--- config.mk ---
export PLATFORM = sky130hd
export DESIGN_NAME = mem_port_arbiter
export DESIGN_NICKNAME = d
export VERILOG_FILES = /design/src/rtl/cpu_bus_pkg.sv /design/src/rtl/rr_arbiter.sv /design/src/rtl/mem_port_arbiter.sv
export SDC_FILE = /design/constraint.sdc
export NUM_CORES = 1
export LEC_CHECK = 0
export ABC_CLOCK_PERIOD_IN_PS = 2250
export BUFFER_PORTS_ARGS = -buffer_cell sky130_fd_sc_hd__buf_4
export CORE_MARGIN = 2
export CORE_UTILIZATION = 49
export DETAILED_ROUTE_END_ITERATION = 7
export PLACE_DENSITY = 0.93
export SYNTH_ARGS = -nofsm -noshare
export SYNTH_HDL_FRONTEND = slang
export SYNTH_SLANG_ARGS = --single-unit
--- constraint.sdc ---
create_clock -name clk -period 2.25 [get_ports clk]
set_input_delay 0.1125 -clock clk [delete_from_list [all_inputs] [get_ports clk]]
set_output_delay 0.1125 -clock clk [all_outputs]
set_load 0.01 [all_outputs]
--- src/rtl/cpu_bus_pkg.sv ---
// Shared definitions for the CPU memory port arbiter: FSM encoding,
// arbitration mode selectors and the default CPU word geometry.
package cpu_bus_pkg;

  typedef enum logic [1:0] {
    IDLE  = 2'd0,
    ISSUE = 2'd1,
    RESP  = 2'd2
  } state_t;

  localparam int PRIO_FIXED = 0;
  localparam int PRIO_RR    = 1;

  localparam int CPU_ADDR_W = 16;
  localparam int CPU_DATA_W = 16;

endpackage

--- src/rtl/rr_arbiter.sv ---
// Combinational winner select. Fixed mode: lowest set index wins.
// Round-robin mode: first set index at or after ptr, wrapping.
module rr_arbiter
  import cpu_bus_pkg::*;
#(
  parameter int NUM_PORTS = 2,
  parameter int PRIO_MODE = PRIO_FIXED,
  parameter int PW        = $clog2(NUM_PORTS)
) (
  input  logic [NUM_PORTS-1:0] req,
  input  logic [PW-1:0]        ptr,
  output logic                 gnt_vld,
  output logic [PW-1:0]        gnt_idx
);

  // scan from the start index, wrapping once; first hit wins
  always_comb begin
    int base;
    int j;
    gnt_vld = 1'b0;
    gnt_idx = '0;
    base    = (PRIO_MODE == PRIO_RR) ? int'(ptr) : 0;
    j       = 0;
    for (int i = 0; i < NUM_PORTS; i++) begin
      j = base + i;
      if (j >= NUM_PORTS) j = j - NUM_PORTS;
      if (!gnt_vld && req[j]) begin
        gnt_vld = 1'b1;
        gnt_idx = PW'(j);
      end
    end
  end

endmodule

--- src/rtl/mem_port_arbiter.sv ---
// Shares one wait-state memory among NUM_PORTS requesters. One transaction
// in flight at a time: IDLE picks a winner and latches its request, ISSUE
// holds m_req until m_ready (or timeout), RESP pulses ack/err to the winner.
module mem_port_arbiter
  import cpu_bus_pkg::*;
#(
  parameter int NUM_PORTS = 2,
  parameter int ADDR_W    = CPU_ADDR_W,
  parameter int DATA_W    = CPU_DATA_W,
  parameter int PRIO_MODE = PRIO_FIXED,
  parameter int MAX_WAIT  = 15
) (
  input  logic                          clk,
  input  logic                          rstIn,
  input  logic [NUM_PORTS-1:0]          req,
  input  logic [NUM_PORTS-1:0]          we,
  input  logic [NUM_PORTS*ADDR_W-1:0]   addr,
  input  logic [NUM_PORTS*DATA_W-1:0]   wdata,
  output logic [NUM_PORTS-1:0]          ack,
  output logic [NUM_PORTS-1:0]          err,
  output logic [DATA_W-1:0]             rdata,
  output logic                          m_req,
  output logic                          m_we,
  output logic [ADDR_W-1:0]             m_addr,
  output logic [DATA_W-1:0]             m_wdata,
  input  logic [DATA_W-1:0]             m_rdata,
  input  logic                          m_ready
);

  localparam int PW = (NUM_PORTS > 1) ? $clog2(NUM_PORTS) : 1;
  // counter only needs to reach MAX_WAIT-1
  localparam int CW = (MAX_WAIT > 1) ? $clog2(MAX_WAIT) : 1;
  localparam logic [CW-1:0] CNT_LAST = CW'((MAX_WAIT > 0) ? MAX_WAIT - 1 : 0);
  localparam logic [PW-1:0] LAST_PORT = PW'(NUM_PORTS - 1);

  state_t          state, state_nx;
  logic [PW-1:0]   wsel;      // latched winner
  logic [PW-1:0]   ptr;       // round-robin start index
  logic [PW-1:0]   gnt_idx;
  logic            gnt_vld;
  logic [CW-1:0]   cnt;       // ISSUE cycles elapsed
  logic            tout;      // current transaction ended by timeout
  logic            timeout_hit;

  rr_arbiter #(
    .NUM_PORTS (NUM_PORTS),
    .PRIO_MODE (PRIO_MODE),
    .PW        (PW)
  ) u_arb (
    .req     (req),
    .ptr     (ptr),
    .gnt_vld (gnt_vld),
    .gnt_idx (gnt_idx)
  );

  assign timeout_hit = (MAX_WAIT != 0) && (cnt == CNT_LAST);

  // state register; reset abandons any in-flight transaction
  always_ff @(posedge clk or negedge rstIn) begin
    if (!rstIn) state <= IDLE;
    else        state <= state_nx;
  end

  // next-state: ready beats timeout when both land in the same cycle
  always_comb begin
    state_nx = state;
    case (state)
      IDLE:    if (gnt_vld) state_nx = ISSUE;
      ISSUE:   if (m_ready || timeout_hit) state_nx = RESP;
      RESP:    state_nx = IDLE;
      default: state_nx = IDLE;
    endcase
  end

  // outputs decoded from state so reset clears them immediately
  always_comb begin
    ack   = '0;
    err   = '0;
    m_req = 1'b0;
    case (state)
      ISSUE: m_req = 1'b1;
      RESP: begin
        ack[wsel] = 1'b1;
        err[wsel] = tout;
      end
      default: ;
    endcase
  end

  // transaction latches, read-data capture, wait counter and rr pointer
  always_ff @(posedge clk or negedge rstIn) begin
    if (!rstIn) begin
      wsel    <= '0;
      ptr     <= '0;
      cnt     <= '0;
      tout    <= 1'b0;
      m_we    <= 1'b0;
      m_addr  <= '0;
      m_wdata <= '0;
      rdata   <= '0;
    end else begin
      case (state)
        IDLE: if (gnt_vld) begin
          wsel    <= gnt_idx;
          m_we    <= we[gnt_idx];
          m_addr  <= addr[gnt_idx*ADDR_W +: ADDR_W];
          m_wdata <= wdata[gnt_idx*DATA_W +: DATA_W];
          cnt     <= '0;
          tout    <= 1'b0;
        end
        ISSUE: begin
          if (m_ready) begin
            if (!m_we) rdata <= m_rdata;
          end else if (timeout_hit) begin
            tout  <= 1'b1;
            rdata <= '0;
          end else begin
            cnt <= cnt + 1'b1;
          end
        end
        RESP: if (PRIO_MODE == PRIO_RR) begin
          ptr <= (wsel == LAST_PORT) ? '0 : wsel + 1'b1;
        end
        default: ;
      endcase
    end
  end

endmodule

Yosys cells after proc, flatten, opt, wreduce, memory -nomap -nowiden:

Index checks and enable logic that the tools add are counted.

* register bits: 57
* input port bits: 87
* output and inout bits: 54
* logic and storage cells: 60

* add/subtract/negate cells: 1
* order comparisons: 3
* equal/unequal tests: 9
* shift operators: 2
* mux-type cells: 24
* bitwise operators: 1
* reductions and logical operators: 12

Operators with widths (number)
* indexed part select 32 x 6 -> 16 bit: 2
* 2-to-1 mux 16 bit: 3
* 2-to-1 mux 4 bit: 3
* inequality test 2 bit, second input constant: 6
* 2-to-1 mux 1 bit: 10
* 2-to-1 mux 2 bit: 4
* case mux 4 bit (2 select lines): 1
* AND reduction 4 bit: 2
* adder 4 x 1 -> 4 bit, second input constant: 1
* == test 4 bit, second input constant: 1
* less-than comparator 1 x 2 -> 1 bit, second input constant: 2
* case mux 2 bit (2 select lines): 1
* AND reduction 2 bit: 2
* nonzero test 2 bit: 2
* AND reduction 3 bit: 1
* bitwise AND 2 bit: 1
* == test 2 x 1 -> 1 bit, second input constant: 1
* == test 2 bit, second input constant: 1
* logical AND 1 bit: 2
* logical NOT 2 bit: 1
* case mux 1 bit (2 select lines): 1
* demux 1 bit (select 1 bit): 1
* >= comparator 1 bit, second input constant: 1
* logical NOT 1 bit: 1
* logical OR 1 bit: 1

Logic depth before layout (Yosys ltp):

* word-level depth: 6
* gate-level depth with buffers: 7
* gate-level depth less buffers: 5

Modules after synthesis:

From an unflattened synthesis, not the netlist that was laid out.

* cells, all modules: 243
* area total of the unflattened synthesis: 2698.8 um^2

Modules (own cells, without submodules)
* mem_port_arbiter: instances 1, cells each 241, area an instance 2686.3 um^2, seq. area each 1426.4 um^2
* rr_arbiter: instances 1, cells each 2, area an instance 12.5 um^2, seq. area each 0.0 um^2

Worst setup path before layout:

No wires, ideal clock.

* path kind: register to register
* start: register cnt[0]
* end: register rdata[0]
* setup time: 0.078 ns
* data arrival time: 1.425 ns
* required time: 2.172 ns
* path slack: 0.747 ns
* stages on the path, launching flop included: 8
* buffers on the path: 2
* period minus slack after synthesis: 1.503 ns
* path through: dfrtp_1 inv_1 ha_1 and3_1 clkbuf_1 o21ai_2 buf_4 o2bb2ai_1

* cells in the longest elaborated chain, start to end: 3

Ends and longest elaborated chain
* start, declared: RTL line mem_port_arbiter.sv:41 `logic [CW-1:0] cnt;`
* start signal, assigned: RTL line mem_port_arbiter.sv:118 `cnt <= cnt + 1'b1;`
* == test 4 bit: RTL line mem_port_arbiter.sv:56 `assign timeout_hit = (MAX_WAIT != 0) && (cnt == CNT_LAST);`
* nonzero test 2 bit (no line)
* AND reduction 3 bit (no line)
* end signal, assigned: RTL line mem_port_arbiter.sv:113 `if (!m_we) rdata <= m_rdata;`
* end, declared: RTL line mem_port_arbiter.sv:21 `output logic [DATA_W-1:0] rdata,`

No other way between the ends.
A chain may end at the register's enable or synchronous reset.

Worst setup path in the final report:

* start: input port req[0]
* end: register m_wdata[12]

* cells in the longest elaborated chain, start to end: 5
* elaborated cells between the ends (all ways): 7
* classes of those cells: 1 x shift; 3 x mux; 3 x reduce/logical

Ends and longest elaborated chain
* start, declared: RTL line mem_port_arbiter.sv:15 `input logic [NUM_PORTS-1:0] req,`
* 2-to-1 mux 1 bit *: RTL line rr_arbiter.sv:27 `if (!gnt_vld && req[j]) begin`
* logical NOT 1 bit: RTL line rr_arbiter.sv:27
* logical AND 1 bit: RTL line rr_arbiter.sv:27
* 2-to-1 mux 1 bit: RTL line rr_arbiter.sv:27
* indexed part select 32 x 6 -> 16 bit or AND reduction 2 bit (tied branches)
* end signal, assigned: RTL line mem_port_arbiter.sv:107 `m_wdata <= wdata[gnt_idx*DATA_W +: DATA_W];`
* end, declared: RTL line mem_port_arbiter.sv:25 `output logic [DATA_W-1:0] m_wdata,`

Every way passes the cells marked *; elsewhere a longest branch is shown, timed or not.

==> results.py <==
metrics = {
    "run_status": {
        "outcome": "finished clean",
    },
    "global_routing": {
        "grt_max_degree": 58,
        "grt_pass1_wl_um": 11700,
        "grt_pass1_vias": 2470,
        "globalRouteOverflowTotal": 0,
        "antenna_found_initial": 0,
        "grtUsageTotal": 0.243,
    },
    "layout": {
        "nets": 473,
        "drive_above_1_share": 0.419,
        "nFillCells": 410,
        "syn_to_final_growth_pct": 47.2,
        "multiInputGateArea_mm2": 0.00117,
        "seqCellArea_mm2": 0.00143,
        "num_antenna_cells": 0,
        "final_area_mm2": 0.00397,
    },
    "clock_network": {
        "insertion_delay_ns": 0.33,
        "htreeDepth": 3,
        "clk_path_buf_depth": 2,
        "cts_made_buffers": 9,
        "cts.clk_slew.worst_paths_ns": 0.06,
        "cts-root-buf": "clkbuf_8",
        "cts_tree": "done",
        "cts_sinks": 57,
    },
    "floorplan": {
        "core_area_mm2": 0.00541,
        "die-area_mm2": 0.00611,
        "fp.dieH_um": 78.2,
        "initial_utilization": 0.499,
        "io_pins": 141,
        "die_x_um": 78.2,
        "fp-row-count": 27,
    },
    "synth": {
        "synthesis.area_mm2": 0.00270,
        "yosys.cell_types.count": 33,
        "synth_common_cells": "63 x o21ai_0, 57 x dfrtp_1, 34 x mux2i_1",
        "synthArstFlopShare": 1.00,
        "synth_area_leader_cell": "dfrtp_1",
        "avgSynthCellArea_um2": 11.0,
        "synth-edff-count": 0,
        "yosys_warnings": 0,
        "synth_cells": 246,
        "ys_seq_area_frac": 0.529,
        "synth_top_flop_cell": "dfrtp_1",
        "netlist_top_cells_area": "dfrtp_1 53%, mux2i_1 13%, o21ai_0 12%, o2bb2ai_1 5.2%, a22oi_1 4.5%",
        "syn-num-nets": 335,
        "yosysMostFrequentCell": "o21ai_0",
        "synth_top_area_frac": 0.529,
        "synth-seq-cells": 57,
    },
    "timing": {
        "clock_skew_ns": 0.00486,
        "worst_slew_pin_slew_ns": 1.13,
        "period_minus_slack_ns": 1.80,
        "finalCritPeriodShare": 0.798,
        "setup_viol": 0,
        "drv_slew": 0,
        "hold_violations": 0,
        "grt_setup_unrepaired": "false",
        "max_freq_mhz": 557,
        "tns_ns": 0,
        "slew-limit-headroom": 0.245,
    },
    "route": {
        "via_count": 2523,
        "drtIter0Drc": 144,
        "dr.pass1.iters": 4,
        "antenna_left": 0,
        "routedWlPerCell_um": 15.5,
        "wirelength_um": 7100,
        "drc": 0,
        "viasPerCell": 5.50,
    },
    "worst_setup_path": {
        "crit_arrival_ns": 1.94,
        "start_kind": "input pin",
        "crit_type": "in2reg",
        "crit_required_ns": 2.39,
        "cp_max_fo": 34,
        "end_kind": "flop",
    },
    "place": {
        "place_hpwl_um": 5270,
        "gp_congestion": 0.812,
        "post_dp_cell_area_mm2": 0.00381,
        "io_buffers": 140,
    },
    "run": {
        "cap_violations": 0,
    },
    "power_and_ir_drop": {
        "p_per_area_mw_per_mm2": 1200,
        "ir_worst_vdd_mv": 0.609,
        "p_leak_nw": 1.87,
    },
    "hold_path": {
        "hp-class": "in2reg",
    },
}
-- per-layer routing --
layer | share of wire | GRT usage | vias to the layer above | wire length [um]
met5 | 0 | 0 | - | 0
met4 | 0.019 | 0.102 | 0 | 137
met3 | 0.079 | 0.0609 | 12 | 559
met2 | 0.50 | 0.412 | 124 | 3570
met1 | 0.40 | 0.297 | 1196 | 2830
li1 | - | - | 1191 | -
-- cells by family after synthesis --
kind of cell    count (synthesis)  share of synthesized area
compound gates                109                      0.247
fa+ha+maj                       2                    0.00928
buf+inv                        24                     0.0408
flops                          57                      0.529
mux                            34                      0.126
simple gates                   20                     0.0478
-- what timing repair did --
item                      4_1_cts  5_1_grt
resized for setup               0        0
buffers inserted                0        0
hold buffers                    2        0
hold endpoints to repair       58        0
-- critical path, cell delays in order --
cell and delay, ns:
dlygate4sd3_1 0.54, buf_4 0.16, o21ai_2 0.85, o21ai_0 0.26
-- worst paths after layout --
path,startpoint,end,slack (ns),depth (start not counted)
max in group asynchronous,rstIn,m_addr[8],1.39,2
min in group asynchronous,rstIn,rdata[7],0.38,2
worst max-delay path,req[0],m_wdata[12],0.45,4
worst max register to register,cnt[0],rdata[7],0.52,5
worst min-delay path,addr[7],m_addr[7],0.06,3
worst min register to register,m_addr[12],m_addr[12],0.51,2
-- layout by cell type, fill, tap and decap left out, types with 2 or more instances in the layout --
| cell type | netlist | layout |
|---|---|---|
| clkbuf_1 | 12 | 4 |
| nor2_1 | 4 | 3 |
| nand2b_1 | 2 | 2 |
| o21ai_1 | 5 | 4 |
| o21ai_2 | 1 | 2 |
| a22oi_1 | 16 | 16 |
| o21ai_0 | 63 | 63 |
| and2_1 | 2 | 2 |
| dfrtp_1 | 57 | 57 |
| o221ai_1 | 2 | 2 |
| o2bb2ai_1 | 16 | 16 |
| clkbuf_8 | 0 | 9 |
| buf_4 | 4 | 144 |
| inv_1 | 3 | 3 |
| ha_1 | 2 | 2 |
| dlygate4sd3_1 | 0 | 2 |
| mux2i_1 | 34 | 34 |
| a21oi_1 | 2 | 2 |
-- metrics by stage --
step | hold slack (ns) | utilization | setup slack (ns) | total power [mW] | cells
2_1_floorplan | -0.183 | - | 0.747 | 2.92 | 246
6_report | 0.0603 | 0.734 | 0.454 | 4.76 | 459
3_3_place_gp | 0.197 | 0.704 | 0.619 | 3.93 | 443
3_5_place_dp | 0.203 | 0.704 | 0.501 | 4.04 | 443
5_1_grt | 0.0763 | 0.734 | 0.233 | 5.12 | 459
4_1_cts | 0.0502 | 0.734 | 0.441 | 4.79 | 459
-- final cells by class --
type                       instances  area share
clock inverter                     1     0.00126
sequential                        57       0.359
multi-input combinational        165       0.296
clock buffer                      13      0.0350
tap                               72      0.0227
inverter                           4     0.00378
timing repair buffer             147       0.282
-- state kept, by name, indices dropped and copies added, names as in the netlist --
register and cells:
cnt 4, m_we 1, wsel 1, rdata 16, state 2, tout 1
m_wdata 16, m_addr 16
-- power by group --
| group | switching (mW) | total, mW | internal, mW |
|---|---|---|---|
| clock network | 0.362 | 0.749 | 0.387 |
| logic | 1.04 | 2.14 | 1.10 |
| registers | 0.353 | 1.87 | 1.51 |
Power figures use the tool's default switching activity.
